### src/rtl/psum_multi_write_controller.sv
// Drains psum batches from the source FIFO into NUM_CH buffers (sequential or broadcast), queuing one start.
// First write can land 1 cycle after done; a word moves only when valid and the selected ready(s) are high, else stall.
module psum_multi_write_controller #(
   parameter int NUM_CH = 4,
   parameter int CNT_W  = 8,
   parameter int CH_W   = 2
) (
   input  logic              clk,
   input  logic              rst,
   input  logic              done,
   input  logic [CNT_W-1:0]  psum_len,
   input  logic              mode,
   input  logic              valid,
   input  logic [NUM_CH-1:0] ready,
   output logic              ren,
   output logic [NUM_CH-1:0] wen,
   output logic              stall,
   output logic              busy,
   output logic [CH_W-1:0]   ch_sel,
   output logic [CNT_W-1:0]  word_cnt,
   output logic              batch_done,
   output logic              overrun
);

   localparam logic [1:0] S_IDLE   = 2'd0;
   localparam logic [1:0] S_WRITE  = 2'd1;
   localparam logic [1:0] S_FINISH = 2'd2;

   logic [1:0]       state_q, state_d;
   logic [CNT_W-1:0] len_q, len_d;
   logic             mode_q, mode_d;
   logic [CH_W-1:0]  ch_sel_q, ch_sel_d;
   logic [CNT_W-1:0] word_cnt_q, word_cnt_d;
   logic             pend_q, pend_d;
   logic [CNT_W-1:0] sh_len_q, sh_len_d;
   logic             sh_mode_q, sh_mode_d;

   logic sel_rdy, xfer, last_word, last_ch;

   assign sel_rdy   = mode_q ? (&ready) : ready[ch_sel_q];
   assign xfer      = (state_q == S_WRITE) && valid && sel_rdy;
   assign last_word = (word_cnt_q == (len_q - CNT_W'(1)));
   assign last_ch   = (ch_sel_q == CH_W'(NUM_CH - 1));

   assign ch_sel   = ch_sel_q;
   assign word_cnt = word_cnt_q;

   always_comb begin
      state_d    = state_q;
      len_d      = len_q;
      mode_d     = mode_q;
      ch_sel_d   = ch_sel_q;
      word_cnt_d = word_cnt_q;
      pend_d     = pend_q;
      sh_len_d   = sh_len_q;
      sh_mode_d  = sh_mode_q;
      ren        = 1'b0;
      wen        = '0;
      stall      = 1'b0;
      busy       = 1'b0;
      batch_done = 1'b0;
      overrun    = 1'b0;

      case (state_q)
         S_IDLE: begin
            if (done) begin
               len_d      = psum_len;
               mode_d     = mode;
               word_cnt_d = '0;
               ch_sel_d   = '0;
               state_d    = (psum_len == '0) ? S_FINISH : S_WRITE;
            end
         end

         S_WRITE: begin
            busy  = 1'b1;
            ren   = xfer;
            stall = !xfer;
            if (xfer) begin
               wen = mode_q ? {NUM_CH{1'b1}} : (NUM_CH'(1) << ch_sel_q);
               if (last_word) begin
                  word_cnt_d = '0;
                  if (mode_q || last_ch) begin
                     state_d  = S_FINISH;
                     ch_sel_d = '0;
                  end else begin
                     ch_sel_d = ch_sel_q + CH_W'(1);
                  end
               end else begin
                  word_cnt_d = word_cnt_q + CNT_W'(1);
               end
            end
            // Only one request can wait behind the running batch.
            if (done) begin
               if (pend_q) begin
                  overrun = 1'b1;
               end else begin
                  pend_d    = 1'b1;
                  sh_len_d  = psum_len;
                  sh_mode_d = mode;
               end
            end
         end

         S_FINISH: begin
            busy       = 1'b1;
            stall      = 1'b1;
            batch_done = 1'b1;
            overrun    = done && pend_q;
            word_cnt_d = '0;
            ch_sel_d   = '0;
            if (pend_q) begin
               len_d   = sh_len_q;
               mode_d  = sh_mode_q;
               pend_d  = 1'b0;
               state_d = (sh_len_q == '0) ? S_FINISH : S_WRITE;
            end else if (done) begin
               len_d   = psum_len;
               mode_d  = mode;
               state_d = (psum_len == '0) ? S_FINISH : S_WRITE;
            end else begin
               state_d = S_IDLE;
            end
         end

         default: state_d = S_IDLE;
      endcase
   end

   always_ff @(posedge clk or posedge rst) begin
      if (rst) begin
         state_q    <= S_IDLE;
         len_q      <= '0;
         mode_q     <= 1'b0;
         ch_sel_q   <= '0;
         word_cnt_q <= '0;
         pend_q     <= 1'b0;
         sh_len_q   <= '0;
         sh_mode_q  <= 1'b0;
      end else begin
         state_q    <= state_d;
         len_q      <= len_d;
         mode_q     <= mode_d;
         ch_sel_q   <= ch_sel_d;
         word_cnt_q <= word_cnt_d;
         pend_q     <= pend_d;
         sh_len_q   <= sh_len_d;
         sh_mode_q  <= sh_mode_d;
      end
   end

endmodule
### config.mk
export PLATFORM = sky130hd
export DESIGN_NAME = psum_multi_write_controller
export DESIGN_NICKNAME = d
export VERILOG_FILES = /design/src/rtl/psum_multi_write_controller.sv
export SDC_FILE = /design/constraint.sdc
export NUM_CORES = 1
export LEC_CHECK = 0
export ABC_AREA = 1
export BUFFER_PORTS_ARGS = -buffer_cell sky130_fd_sc_hd__clkbuf_2
export CAP_MARGIN = 20
export CORE_MARGIN = 3
export CORE_UTILIZATION = 50
export CTS_CLUSTER_SIZE = 30
export DETAILED_ROUTE_END_ITERATION = 6
export PLACE_DENSITY = 0.84
export SETUP_SLACK_MARGIN = 0.02
export SKIP_LAST_GASP = 1
export SYNTH_ARGS = -nofsm -noshare
export SYNTH_HDL_FRONTEND = slang
export SYNTH_SLANG_ARGS = --single-unit
### constraint.sdc
create_clock -name clk -period 1.5 [get_ports clk]
set_input_delay 0.45 -clock clk [delete_from_list [all_inputs] [get_ports clk]]
set_output_delay 0.45 -clock clk [all_outputs]
set_load 0.01 [all_outputs]
## Word level (Yosys, flattened, before mapping)

Cells that the tools add are included.
W data, S select, Z words.

| storage, ports and cells | value |
|---|---|
| bits in registers | 31 |
| bits of input ports | 17 |
| output and inout bits | 19 |
| word-level logic and storage cells | 80 |

| cells by class | value |
|---|---|
| add/subtract/negate cells | 3 |
| magnitude comparators | 1 |
| equal/unequal tests | 9 |
| shift operators | 1 |
| muxes and demuxes | 39 |
| bitwise gates (word level) | 1 |
| reduce and logical (&&, ||, !) cells | 18 |

Operators by type and width:

| operator | count |
|---|---|
| $mux W8 | 5 |
| $mux W2 | 12 |
| $pmux W8 S3 | 1 |
| $logic_not A8 Y1 | 2 |
| $pmux W8 S2 | 1 |
| $mux W4 | 3 |
| $pmux W2 S3 | 2 |
| $reduce_and A4 Y1 | 3 |
| $mux W1 | 10 |
| $add A8 B1 Y8 const B | 1 |
| $eq A8 B8 Y1 | 1 |
| $ne A2 B2 Y1 const B | 4 |
| $pmux W1 S2 | 4 |
| $sub A8 B1 Y8 const B | 1 |
| $reduce_and A3 Y1 | 2 |
| $eq A2 B2 Y1 const B | 2 |
| $reduce_bool A2 Y1 | 2 |
| $shl A1 B2 Y4 const A | 1 |
| $logic_and A1 B1 Y1 | 3 |
| $lt A2 B3 Y1 const B | 1 |
| $reduce_bool A3 Y1 | 1 |
| $add A2 B1 Y2 const B | 1 |
| $bmux W1 S2 | 1 |
| $eq A2 B1 Y1 const B | 1 |
| other kinds (7) | 7 |

## Logic depth before layout (Yosys ltp)

| depth | value |
|---|---|
| word-level depth | 6 |
| depth in mapped cells | 15 |
| depth with buffers taken out | 15 |

## Worst setup path before layout

No wires, ideal clock.

| timing path | value |
|---|---|
| path type | reg-to-output |
| start | register state_q[1] |
| end | output port overrun |
| arrival | 1580 ps |
| required time | 1050 ps |
| slack | -530 ps |
| cell stages (with the launch flop) | 6 |
| path buffers | 1 |
| cell sequence | dfrtp_1 > inv_1 > ha_1 > buf_2 > inv_1 > a2111oi_0 |

| between the ends | value |
|---|---|
| word-level cells in the longest chain between the ends | 2 |
| elaborated cells between the ends (all ways) | 3 |
| those cells by class | eq/ne (2); mux (1) |

RTL lines:

| what | RTL line | text |
|---|---|---|
| start: declaration | 29 | `logic [1:0] state_q, state_d;` |
| start signal: assignment | 141 | `state_q <= state_d;` |
| $eq A2 B2 Y1 or $eq A2 B1 Y1 (tied branches) | 64 | `case (state_q)` |
| $pmux W1 S2 (*) | 64 |  |
| end: declaration | 22 | `output logic overrun` |

Mark *: on every way between the ends. The rest lies on a longest branch, timed or not.

## Final worst setup path

| timing path | value |
|---|---|
| start | register state_q[0] |
| end | output port wen[2] |

| between the ends | value |
|---|---|
| word-level cells in the longest chain between the ends | 5 |

RTL lines:

| what | RTL line | text |
|---|---|---|
| $eq A2 B1 Y1 (*) | 41, 64 |  |
| $logic_and A1 B1 Y1 (2 in a row) | 41 | `assign xfer = (state_q == S_WRITE) && valid && sel_rdy;` |
| $mux W4 | 79 | `if (xfer) begin` |
| $mux W4 (*) | 64 |  |
| end: declaration | 16 | `output logic [NUM_CH-1:0] wen,` |

Marked as above.

==> run summary <==
crit end category: output port
DR WL/cell: 18.0 um
Final Hold Viols: 0
Post-route DRC: 0
num rows: 23
Lkg Pwr: 1.82 nW
violated checks: setup timing
Setup Skew: 11.9 ps
initial antenna violation count: 0
drt first pass iters: 5
full die area: 5350 um^2
Post-synth EDFFs: 0
Clk pwr share: 0.098
Post-synth ARST share: 1.00
Area contributors post-synth: dfrtp_1, nand2_1, inv_1
top_reg_cell synth: dfrtp_1
Max clock buf depth: 2
hold_buf cts: 0
First DRT Iteration DRCs: 259
Fmax: 480 MHz
clk_lat worst skew: 290 ps
RD Place Congestion: 0.932
Max Cap Viol: 0
drt total wl: 8610 um
Setup CP Type: reg2out
core footprint: 4170 um^2
final instance area: 3520 um^2
die height: 73.1 um
critical path launch point type: flop
power density over cell area: 1950 nW/um^2
slowest cell delay on critical path: 440 ps
Layout fillers: 214
worst slew pin tran: 398 ps
Yosys top cell by area: dfrtp_1
IO buf count: 35
final hold slack: 213 ps
power share of the combinational group: 0.683
Slew Limit Fails: 0
critical path required time: 1050 ps
Final period util: 1.39
DR vias: 2,800
Sw Ratio: 0.483
total CTS buffers: 5
mean post-synth cell area: 6.99 um^2
min Tclk post-route: 2080 ps
crit-path max FO: 5
largest net degree at the start of global routing: 32
synth warn: 0
RSZ-0062 raised after global routing: true
Synth top area share: 0.344
Antenna Cells: 0
Arr. time, crit path: 1630 ps
Net count, final: 454
sequential-to-total area share from yosys stat: 0.344
status: finished, violations left
first-pass GRT wire length: 12,200 um
synth unique cells: 31
max_slew headroom: 0.732
layout cells sized above 1: 0.456
Initial Utilization: 0.540
H-tree levels: 2
Avg Vias per Cell: 5.86
Synth Instances: 322
Pint: 0.00355 W
synthesized area: 2250 um^2
sequential share of power: 0.219
flops & latches, synth: 31
GRT Util Overall: 0.295
min-delay worst type: in2async
CTS Sinks: 31
maximum vdd drop: 1.66 mV
vias in the first global route: 2,710
total placed instance area: 2950 um^2
Critical Path, Cell by Cell: buf_6, ha_4, nand2_4, nor2_4, nand2_4, buf_12, nor2_4, buf_6
Clock transition at path regs: 80 ps
final setup fails: 29
DP HPWL: 4670 um
Layout area overhead: 56.2%
total gr overflow: 0
root buf cell: clkbuf_8
Mapped Nets: 349
ANT nets after route: 0
Crit-path slowest cell: dfrtp_1
# IOs: 36
Final WS setup: -582 ps
die width: 73.1 um
Net Sw Power: 0.00332 W
CTS tree: done
==> area by class of cell <==
type / count / area, um^2 / area share
multi-input cells: 231 / 1580 / 0.448
repair buffers: 102 / 795 / 0.226
flip-flops and latches: 31 / 778 / 0.221
inverters: 55 / 216 / 0.0615
clock buffers: 6 / 72.6 / 0.0206
well taps: 50 / 62.6 / 0.0178
clock inverters: 2 / 12.5 / 0.00356
repair inverters: 1 / 6.26 / 0.00178
==> per-layer routing <==
layer | track usage | part of all wire | vias up
li1 | - | - | 1246
met1 | 0.324 | 0.37 | 1309
met2 | 0.531 | 0.52 | 189
met3 | 0.0551 | 0.063 | 56
met4 | 0.154 | 0.049 | 0
met5 | 0 | 0 | -
==> synth_stat cells, types with 5 or more instances <==
cell type and instances:
nor2_2 5, inv_2 6, nor2_1 32, ha_1 10, nor3_1 5, inv_1 48
nand4_1 8, xnor2_1 5, nand2_1 85, a32oi_1 8, o21ai_0 23, xor2_1 7
nand3_1 18, a21oi_1 5, dfrtp_1 31
==> layout by cell type, fill, tap and decap left out, drive strengths merged <==
cell type and instances:
mux2 1, o21ai 26, a22oi 1, nand3b 1
clkinvlp 1, a21oi 7, nand2 91, and3 1
nand3 21, ha 10, nor3 5, xnor2 5
a2111oi 1, nand4 8, dfrtp 31, clkbuf 33
inv 56, o22ai 1, xor2 7, buf 75
nor2 37, a32oi 8, clkinv 1
==> registers in the layout (all words and copies together), names as in the netlist <==
name	count
pend_q	1
sh_len_q	8
len_q	8
sh_mode_q	1
word_cnt	8
ch_sel	2
mode_q	1
state_q	2
==> through the flow <==
step                      total power [W]  TNS, ps  setup slack, ps  cells  utilization
after CTS                         0.00589    -6240             -496    470        0.777
final                             0.00686    -8560             -582    478        0.843
after floorplan                   0.00337    -1410             -155    322            -
after detailed placement          0.00466    -4180             -263    453        0.707
after global routing              0.00725    -9980             -625    478        0.843
after global placement            0.00454    -3240             -207    453        0.707
==> critical path, delay by kind of cell, from the launching register on <==
family	cells	cell delay [ps]
adder cells (fa/ha/maj)	1	180
AND/OR/NAND/NOR	4	330
buffers and inverters	3	400
flip-flops	1	440
==> repair_timing <==
item                                    4_1_cts  5_1_grt
setup buffers                                 7       10
endpoints found under the setup margin       30       42
resized for setup                            38       76
pin swaps                                    13       25
gates cloned                                  2        2
==> final timing paths <==
| path | cells after the start | start | slack [ps] | to |
|---|---|---|---|---|
| min | 3 | rst | 210 | state_q[1] |
| max in group asynchronous | 3 | rst | 950 | word_cnt[2] |
| min reg2reg | 2 | sh_len_q[3] | 520 | sh_len_q[3] |
| max reg2reg | 14 | len_q[0] | -440 | ch_sel[1] |
| max | 8 | state_q[0] | -580 | wen[2] |
| min in group clk | 2 | mode | 430 | sh_mode_q |
==> logic make-up (layout without fill, tap and decap cells) <==
kind of cell    after synthesis  count (layout)  share of synthesized area
buf+inv                      61             166                      0.106
simple gates                164             164                      0.328
xor+xnor                     12              12                     0.0467
flops                        31              31                      0.344
mux                           1               1                    0.00500
fa+ha+maj                    10              10                     0.0556
compound gates               43              44                      0.114
==> power groups by stage <==
stage | clock, W | sequential, W | combinational [W]
2_1_floorplan | 0 | 0.00143 | 0.00194
3_3_place_gp | 0 | 0.00143 | 0.00311
3_5_place_dp | 0 | 0.00144 | 0.00322
4_1_cts | 0.000671 | 0.00144 | 0.00378
5_1_grt | 0.000705 | 0.00153 | 0.00502
6_report | 0.000674 | 0.00150 | 0.00469
Note: power is estimated with default switching activity, not from simulation.
